File: src/rtl/add_serial_sched_pkg.sv
// Shared types and defaults for the serial-adder scheduler.
package add_serial_pkg;

  typedef enum logic [1:0] {
    IDLE  = 2'd0,
    ISSUE = 2'd1,
    WAIT  = 2'd2,
    RESP  = 2'd3
  } state_t;

  localparam int unsigned WIDTH_DEF   = 8;
  localparam int unsigned ADD_LAT_DEF = 10;

  // Index width that stays at least one bit for tiny ranges
  function automatic int unsigned idx_w(input int unsigned n);
    return (n > 1) ? $clog2(n) : 1;
  endfunction

endpackage

File: src/rtl/add_serial_sched_if.sv
// Request/response and adder-side signals of the serial-adder scheduler.
interface add_serial_sched_if #(
  parameter int unsigned NREQ  = 4,
  parameter int unsigned WIDTH = add_serial_pkg::WIDTH_DEF,
  parameter int unsigned IDW   = 2
) ();

  logic [NREQ-1:0]       req_valid;
  logic [NREQ*WIDTH-1:0] req_a;
  logic [NREQ*WIDTH-1:0] req_b;
  logic [NREQ-1:0]       req_ready;
  logic                  rsp_valid;
  logic [IDW-1:0]        rsp_id;
  logic [WIDTH-1:0]      rsp_sum;
  logic                  add_en;
  logic [WIDTH-1:0]      add_a;
  logic [WIDTH-1:0]      add_b;
  logic [WIDTH-1:0]      add_out;

  modport master (
    output req_valid, req_a, req_b, add_out,
    input  req_ready, rsp_valid, rsp_id, rsp_sum, add_en, add_a, add_b
  );

  modport slave (
    input  req_valid, req_a, req_b, add_out,
    output req_ready, rsp_valid, rsp_id, rsp_sum, add_en, add_a, add_b
  );

endinterface

File: src/rtl/add_serial_sched_rr_arb.sv
// Combinational round-robin select: first set request at or above ptr, wrapping.
module rr_arb
  import add_serial_pkg::*;
#(
  parameter int unsigned NREQ = 4
) (
  input  logic [NREQ-1:0]         req,
  input  logic [idx_w(NREQ)-1:0]  ptr,
  output logic                    any,
  output logic [idx_w(NREQ)-1:0]  winner,
  output logic [NREQ-1:0]         grant
);

  localparam int unsigned PW = idx_w(NREQ);

  int unsigned idx;

  always_comb begin
    any    = 1'b0;
    winner = '0;
    idx    = 0;
    for (int unsigned k = 0; k < NREQ; k++) begin
      idx = (32'(ptr) + k) % NREQ;
      if (!any && req[PW'(idx)]) begin
        any    = 1'b1;
        winner = PW'(idx);
      end
    end
    grant = any ? (NREQ'(1) << winner) : '0;
  end

endmodule

File: src/rtl/add_serial_sched.sv
// Shares one bit-serial adder among NREQ requesters, one job in flight at a time.
// Build option ADD_SERIAL_SCHED_PRIO_EN: requester 0 preempts round-robin and leaves rr_ptr untouched.
module add_serial_sched
  import add_serial_pkg::*;
#(
  parameter int unsigned NREQ    = 4,
  parameter int unsigned WIDTH   = WIDTH_DEF,
  parameter int unsigned ADD_LAT = ADD_LAT_DEF,
  parameter int unsigned IDW     = 2
) (
  input logic               clk,
  input logic               rst,
  add_serial_sched_if.slave bus
);

  localparam int unsigned PW = idx_w(NREQ);
  localparam int unsigned CW = idx_w(ADD_LAT);

  state_t           state;
  logic [PW-1:0]    rr_ptr;
  logic [CW-1:0]    cnt;
  logic [IDW-1:0]   id_q;

  logic             arb_any;
  logic [PW-1:0]    arb_idx;
  logic [NREQ-1:0]  arb_gnt;
  logic [PW-1:0]    sel_idx;
  logic [NREQ-1:0]  sel_gnt;
  logic             keep_ptr;
  logic [WIDTH-1:0] sel_a;
  logic [WIDTH-1:0] sel_b;

  rr_arb #(.NREQ(NREQ)) u_arb (
    .req    (bus.req_valid),
    .ptr    (rr_ptr),
    .any    (arb_any),
    .winner (arb_idx),
    .grant  (arb_gnt)
  );

  // Final winner, with optional fixed priority for requester 0
  always_comb begin
    sel_idx  = arb_idx;
    sel_gnt  = arb_gnt;
    keep_ptr = 1'b0;
`ifdef ADD_SERIAL_SCHED_PRIO_EN
    if (bus.req_valid[0]) begin
      sel_idx  = '0;
      sel_gnt  = NREQ'(1);
      keep_ptr = 1'b1;
    end
`else
`endif
  end

  always_comb begin
    sel_a = '0;
    sel_b = '0;
    for (int unsigned k = 0; k < NREQ; k++) begin
      if (PW'(k) == sel_idx) begin
        sel_a = bus.req_a[k*WIDTH +: WIDTH];
        sel_b = bus.req_b[k*WIDTH +: WIDTH];
      end
    end
  end

  // Accept pulse is same-cycle so the requester can drop valid right after
  assign bus.req_ready = (rst && (state == IDLE) && arb_any) ? sel_gnt : '0;

  always_ff @(posedge clk) begin
    if (!rst) begin
      state         <= IDLE;
      rr_ptr        <= '0;
      cnt           <= '0;
      id_q          <= '0;
      bus.add_en    <= 1'b0;
      bus.add_a     <= '0;
      bus.add_b     <= '0;
      bus.rsp_valid <= 1'b0;
      bus.rsp_id    <= '0;
      bus.rsp_sum   <= '0;
    end else begin
      bus.add_en    <= 1'b0;
      bus.rsp_valid <= 1'b0;
      case (state)
        IDLE: begin
          if (arb_any) begin
            bus.add_a  <= sel_a;
            bus.add_b  <= sel_b;
            id_q       <= IDW'(sel_idx);
            if (!keep_ptr) begin
              rr_ptr <= (sel_idx == PW'(NREQ-1)) ? '0 : sel_idx + PW'(1);
            end
            bus.add_en <= 1'b1;
            state      <= ISSUE;
          end
        end
        ISSUE: begin
          cnt   <= '0;
          state <= WAIT;
        end
        WAIT: begin
          if (cnt == CW'(ADD_LAT-1)) begin
            bus.rsp_sum   <= bus.add_out;
            bus.rsp_valid <= 1'b1;
            bus.rsp_id    <= id_q;
            state         <= RESP;
          end else begin
            cnt <= cnt + CW'(1);
          end
        end
        RESP: begin
          state <= IDLE;
        end
        default: begin
          state <= IDLE;
        end
      endcase
    end
  end

endmodule

File: src/flat_wrapper.sv
// flat-port wrapper written by rule: the top's interface ports become plain ports
module add_serial_sched_flat import add_serial_pkg::*;
#(
  parameter int unsigned NREQ    = 4,
  parameter int unsigned WIDTH   = WIDTH_DEF,
  parameter int unsigned ADD_LAT = ADD_LAT_DEF,
  parameter int unsigned IDW     = 2
)
  (clk, rst, bus_req_valid, bus_req_a, bus_req_b, bus_add_out, bus_req_ready, bus_rsp_valid, bus_rsp_id, bus_rsp_sum, bus_add_en, bus_add_a, bus_add_b);
  add_serial_sched_if #(.NREQ(NREQ), .WIDTH(WIDTH), .IDW(IDW)) bus_i ();
  input logic clk;
  input logic rst;
  input wire logic [$bits(bus_i.req_valid)-1:0] bus_req_valid;
  input wire logic [$bits(bus_i.req_a)-1:0] bus_req_a;
  input wire logic [$bits(bus_i.req_b)-1:0] bus_req_b;
  input wire logic [$bits(bus_i.add_out)-1:0] bus_add_out;
  output wire logic [$bits(bus_i.req_ready)-1:0] bus_req_ready;
  output wire logic [$bits(bus_i.rsp_valid)-1:0] bus_rsp_valid;
  output wire logic [$bits(bus_i.rsp_id)-1:0] bus_rsp_id;
  output wire logic [$bits(bus_i.rsp_sum)-1:0] bus_rsp_sum;
  output wire logic [$bits(bus_i.add_en)-1:0] bus_add_en;
  output wire logic [$bits(bus_i.add_a)-1:0] bus_add_a;
  output wire logic [$bits(bus_i.add_b)-1:0] bus_add_b;
  assign bus_i.req_valid = bus_req_valid;
  assign bus_i.req_a = bus_req_a;
  assign bus_i.req_b = bus_req_b;
  assign bus_i.add_out = bus_add_out;
  assign bus_req_ready = bus_i.req_ready;
  assign bus_rsp_valid = bus_i.rsp_valid;
  assign bus_rsp_id = bus_i.rsp_id;
  assign bus_rsp_sum = bus_i.rsp_sum;
  assign bus_add_en = bus_i.add_en;
  assign bus_add_a = bus_i.add_a;
  assign bus_add_b = bus_i.add_b;
  add_serial_sched #(.NREQ(NREQ), .WIDTH(WIDTH), .ADD_LAT(ADD_LAT), .IDW(IDW)) u_core (.clk(clk), .rst(rst), .bus(bus_i));
endmodule
File: config.mk
export PLATFORM = sky130hd
export DESIGN_NAME = add_serial_sched_flat
export DESIGN_NICKNAME = d
export VERILOG_FILES = /design/src/rtl/add_serial_sched_pkg.sv /design/src/rtl/add_serial_sched_if.sv /design/src/rtl/add_serial_sched_rr_arb.sv /design/src/rtl/add_serial_sched.sv /design/src/flat_wrapper.sv
export SDC_FILE = /design/constraint.sdc
export NUM_CORES = 1
export LEC_CHECK = 0
export BUFFER_PORTS_ARGS = -buffer_cell sky130_fd_sc_hd__buf_2
export CORE_MARGIN = 2
export CORE_UTILIZATION = 30
export DETAILED_ROUTE_END_ITERATION = 12
export GPL_TIMING_DRIVEN = 1
export PLACE_DENSITY = 0.58
export SYNTH_ARGS = -nofsm -noshare
export SYNTH_HDL_FRONTEND = slang
export SYNTH_SLANG_ARGS = --single-unit
File: constraint.sdc
create_clock -name clk -period 6.5 [get_ports clk]
set_clock_uncertainty 0.15 [all_clocks]
set_input_delay 1.3 -clock clk [delete_from_list [all_inputs] [get_ports clk]]
set_output_delay 1.3 -clock clk [all_outputs]
set_load 0.005 [all_outputs]
==> flow_summary_export.csv <==
group,metric,value,unit
cts,clkTransAtPathRegs,80,ps
cells_and_area,synthToLayoutAreaGrowth,32.4,%
setup_path,critPathKind,"in2out",
detailed_routing,drc,0,
synthesis,synth_compound_area_share,31.8,%
timing,maxSlewViolCount,0,
placement,dp_hpwl,4.50,mm
setup_path,cp-end-kind,"output pin",
timing,min_period,4740,ps
detailed_routing,num_vias,2248,
power,report.power.total,1.15,mW
setup_path,worst_ep_arrival_time,3290,ps
global_route,grt.overflow.total,0,
die,dieArea,0.00794,sq mm
timing,rsz0062_at_grt,"false",
global_route,grt_usage,15.0,%
cells_and_area,seq_area,761,sq um
timing,fin_tns_setup,0,ps
synthesis,synth_xor_area_share,0.403,%
placement,numPortBuffers,109,
global_route,antenna_found_initial,0,
die,row_count,31,
detailed_routing,final_antenna_net_count,0,
die,initial_core_util,30.4,%
timing,worst_slew_pin_slew,787,ps
cts,cts_buffers,5,
detailed_routing,routed_wl,6.11,mm
power,power.leakage,1.41,nW
die,design.core.area,0.00714,sq mm
setup_path,crit_slowest_cell,"ha_1",
min_path,hold_class,"reg2reg",
cts,cts_root_buf,"clkbuf_8",
die,pin_count,110,
cts,clk_latency,290,ps
synthesis,muxShareOfSynthArea,0.922,%
detailed_routing,viasPerCell,4.64,
synthesis,synth.avg_cell_area,7.54,sq um
synthesis,synth_nets,376,
cells_and_area,drive_gt1_share,32.5,%
power,ir_drop,0.000184,V
global_route,grt_pass1_wl,9.22,mm
cts,clockBufferDepth,2,
timing,setup_viol,0,
synthesis,ys_seq_elements,38,
synthesis,yosys_warnings,0,
setup_path,critPathLaunchType,"input port",
synthesis,yosys.area_share.simple,15.8,%
setup_path,max_stage_delay,670,ps
timing,fin_crit_sh,73.0,%
placement,dp_cells,476,
synthesis,yosysUniqueCellTypes,33,
cells_and_area,finalNetCount,472,
setup_path,worstPathMaxFanout,17,
die,die_y,89.1,um
synthesis,ys_seq_area_share,35.0,%
job,max_cap_viol_count,0,
run_status,status,"completed",
timing,max_slew_margin,47.4,%
synthesis,synth_top_family_by_area,"compound AO/OA/AOI/OAI gates",
cells_and_area,n_antenna_cell,0,
placement,place_ws,1750,ps
global_route,grt_pass1_vias,1969,
global_route,grt_max_degree,45,
setup_path,path_cells,"buf_2 > nor2b_1 > a21boi_0 > o32ai_1 > ha_1 > and3_1 > buf_2",
cts,ctsResizeCount,0,
cts,ctsHoldBuffers,0,
setup_path,cp.required,5050,ps
synthesis,syn_area,0.00217,sq mm
timing,fmax,0.211,GHz
power,p_per_area,401,mW/mm^2
die,fp.dieW,89.1,um
cts,cts_max_level,2,
detailed_routing,route.detailed.wl_per_inst,12.6,um
timing,hold_viol,0,
cells_and_area,instances_no_fill,484,
timing,hold_slack,314,ps
cts,cts.sinks,38,
cells_and_area,nFillCells,799,
timing,timing.final.ws_setup,1760,ps
synthesis,synth_cells,288,
synthesis,synth-adder-area-share,5.76,%
cells_and_area,multi_input_area,0.00119,sq mm
detailed_routing,first_pass_iters,4,
cts,post_cts_buffers,0,
cts,cts_tree,"done",
detailed_routing,drt_first_iter_violations,114,
placement,routabilityCongestion,0.896,
setup_path,cp_common_cell,"buf_2",
## cell usage after synthesis
library cell,count,area share (%)
a211o_1,1,0.40
a21boi_0,11,3.8
a21oi_1,49,11
a22oi_1,17,5.9
and2_1,3,0.86
and2b_1,2,0.69
and3_1,6,1.7
buf_2,7,1.6
buf_6,5,2.6
clkbuf_1,12,2.1
dfxtp_1,38,35
ha_1,10,5.8
inv_1,23,4.0
mux2i_1,2,0.92
nand2_1,43,7.4
nand2b_1,1,0.29
nand3_1,3,0.69
nand3b_1,1,0.35
nand4_1,1,0.29
nor2_1,3,0.52
nor2b_1,4,1.2
nor3_1,1,0.23
nor3b_1,1,0.35
nor4_4,1,0.98
o211a_1,1,0.46
o21a_1,1,0.35
o21ai_0,18,4.1
o21ai_1,17,3.9
o22ai_1,2,0.58
o22ai_2,1,0.58
o32ai_1,1,0.40
or2_2,1,0.29
xnor2_1,1,0.40
## worst max-delay path: cells and delay by family
kind                       cells  cell delay [ps]
AOI/OAI and AO/OA              2              710
adders and majority gates      1              670
and+or+nand+nor                2              370
buffers and inverters          2              220
## per-layer routing
metal  vias to the layer above  global-route usage (%)  routed length, um
met3                        10                    3.23                292
met4                         0                    5.02                119
met1                      1003                    18.4               2660
li1                       1182                       -                  -
met5                         -                       0                  0
met2                        53                    25.9               3050
## stage by stage
stage	instance area, sq um	util (%)
3_3_place_gp	2740	38.4
2_1_floorplan	2170	-
3_5_place_dp	2740	38.4
4_1_cts	2880	40.3
6_report	2880	40.3
5_1_grt	2880	40.3
## area by class of cell
class,instances,share of cell area (%)
multi-input cells,203,41.4
flip-flops and latches,38,26.5
repair buffers,113,20.0
well taps,99,4.31
inverters,23,3.00
clock buffers,5,2.39
clock inverters,3,2.39
## where the power goes
group / internal, mW / switching, mW
registers: 0.306 / 0.0396
clock network: 0.154 / 0.0908
logic: 0.229 / 0.334
## kinds of logic after synthesis
kind of cell | count (synthesis)
AOI/OAI and AO/OA | 119
and+or+nand+nor | 71
buffers and inverters | 47
DFF | 38
adders and majority gates | 10
muxes | 2
xor gates and xnor gates | 1
## cells in the final DEF, fill, tap and decap left out, drive strengths merged, types with 2 or more instances in the layout
cell type,netlist,routed
buf,12,113
dfxtp,38,38
a22oi,17,17
and2b,2,2
ha,10,10
inv,23,23
mux2i,2,2
a21boi,11,11
o22ai,3,3
bufinv,0,2
nor2,3,3
o21ai,35,35
nor2b,4,4
nand3,3,3
and3,6,6
clkbuf,12,5
nand2,43,43
a21oi,49,49
and2,3,3
## flip-flops by register name, indices dropped and copies added, names as in the netlist
name	count
u_core.bus.add_b	8
u_core.bus.add_a	8
u_core.bus.rsp_sum	8
u_core.state	2
u_core.id_q	2
u_core.bus.rsp_valid	1
u_core.cnt	4
u_core.bus.add_en	1
u_core.rr_ptr	2
u_core.bus.rsp_id	2
## path summary, 6_finish.rpt
check / start / to / slack (ps) / depth (start not counted)
max: bus_req_valid[2] / bus_req_ready[0] / 1760 / 7
min: u_core.bus.rsp_sum[5]$_SDFFE_PN0P_ / u_core.bus.rsp_sum[5]$_SDFFE_PN0P_ / 310 / 2
max reg2reg: u_core.rr_ptr[0]$_SDFFE_PN0P_ / u_core.bus.add_b[1]$_SDFFE_PN0P_ / 3820 / 7
min reg2reg: u_core.bus.rsp_sum[5]$_SDFFE_PN0P_ / u_core.bus.rsp_sum[5]$_SDFFE_PN0P_ / 310 / 2
No activity file was read; power rests on OpenSTA's default activity.
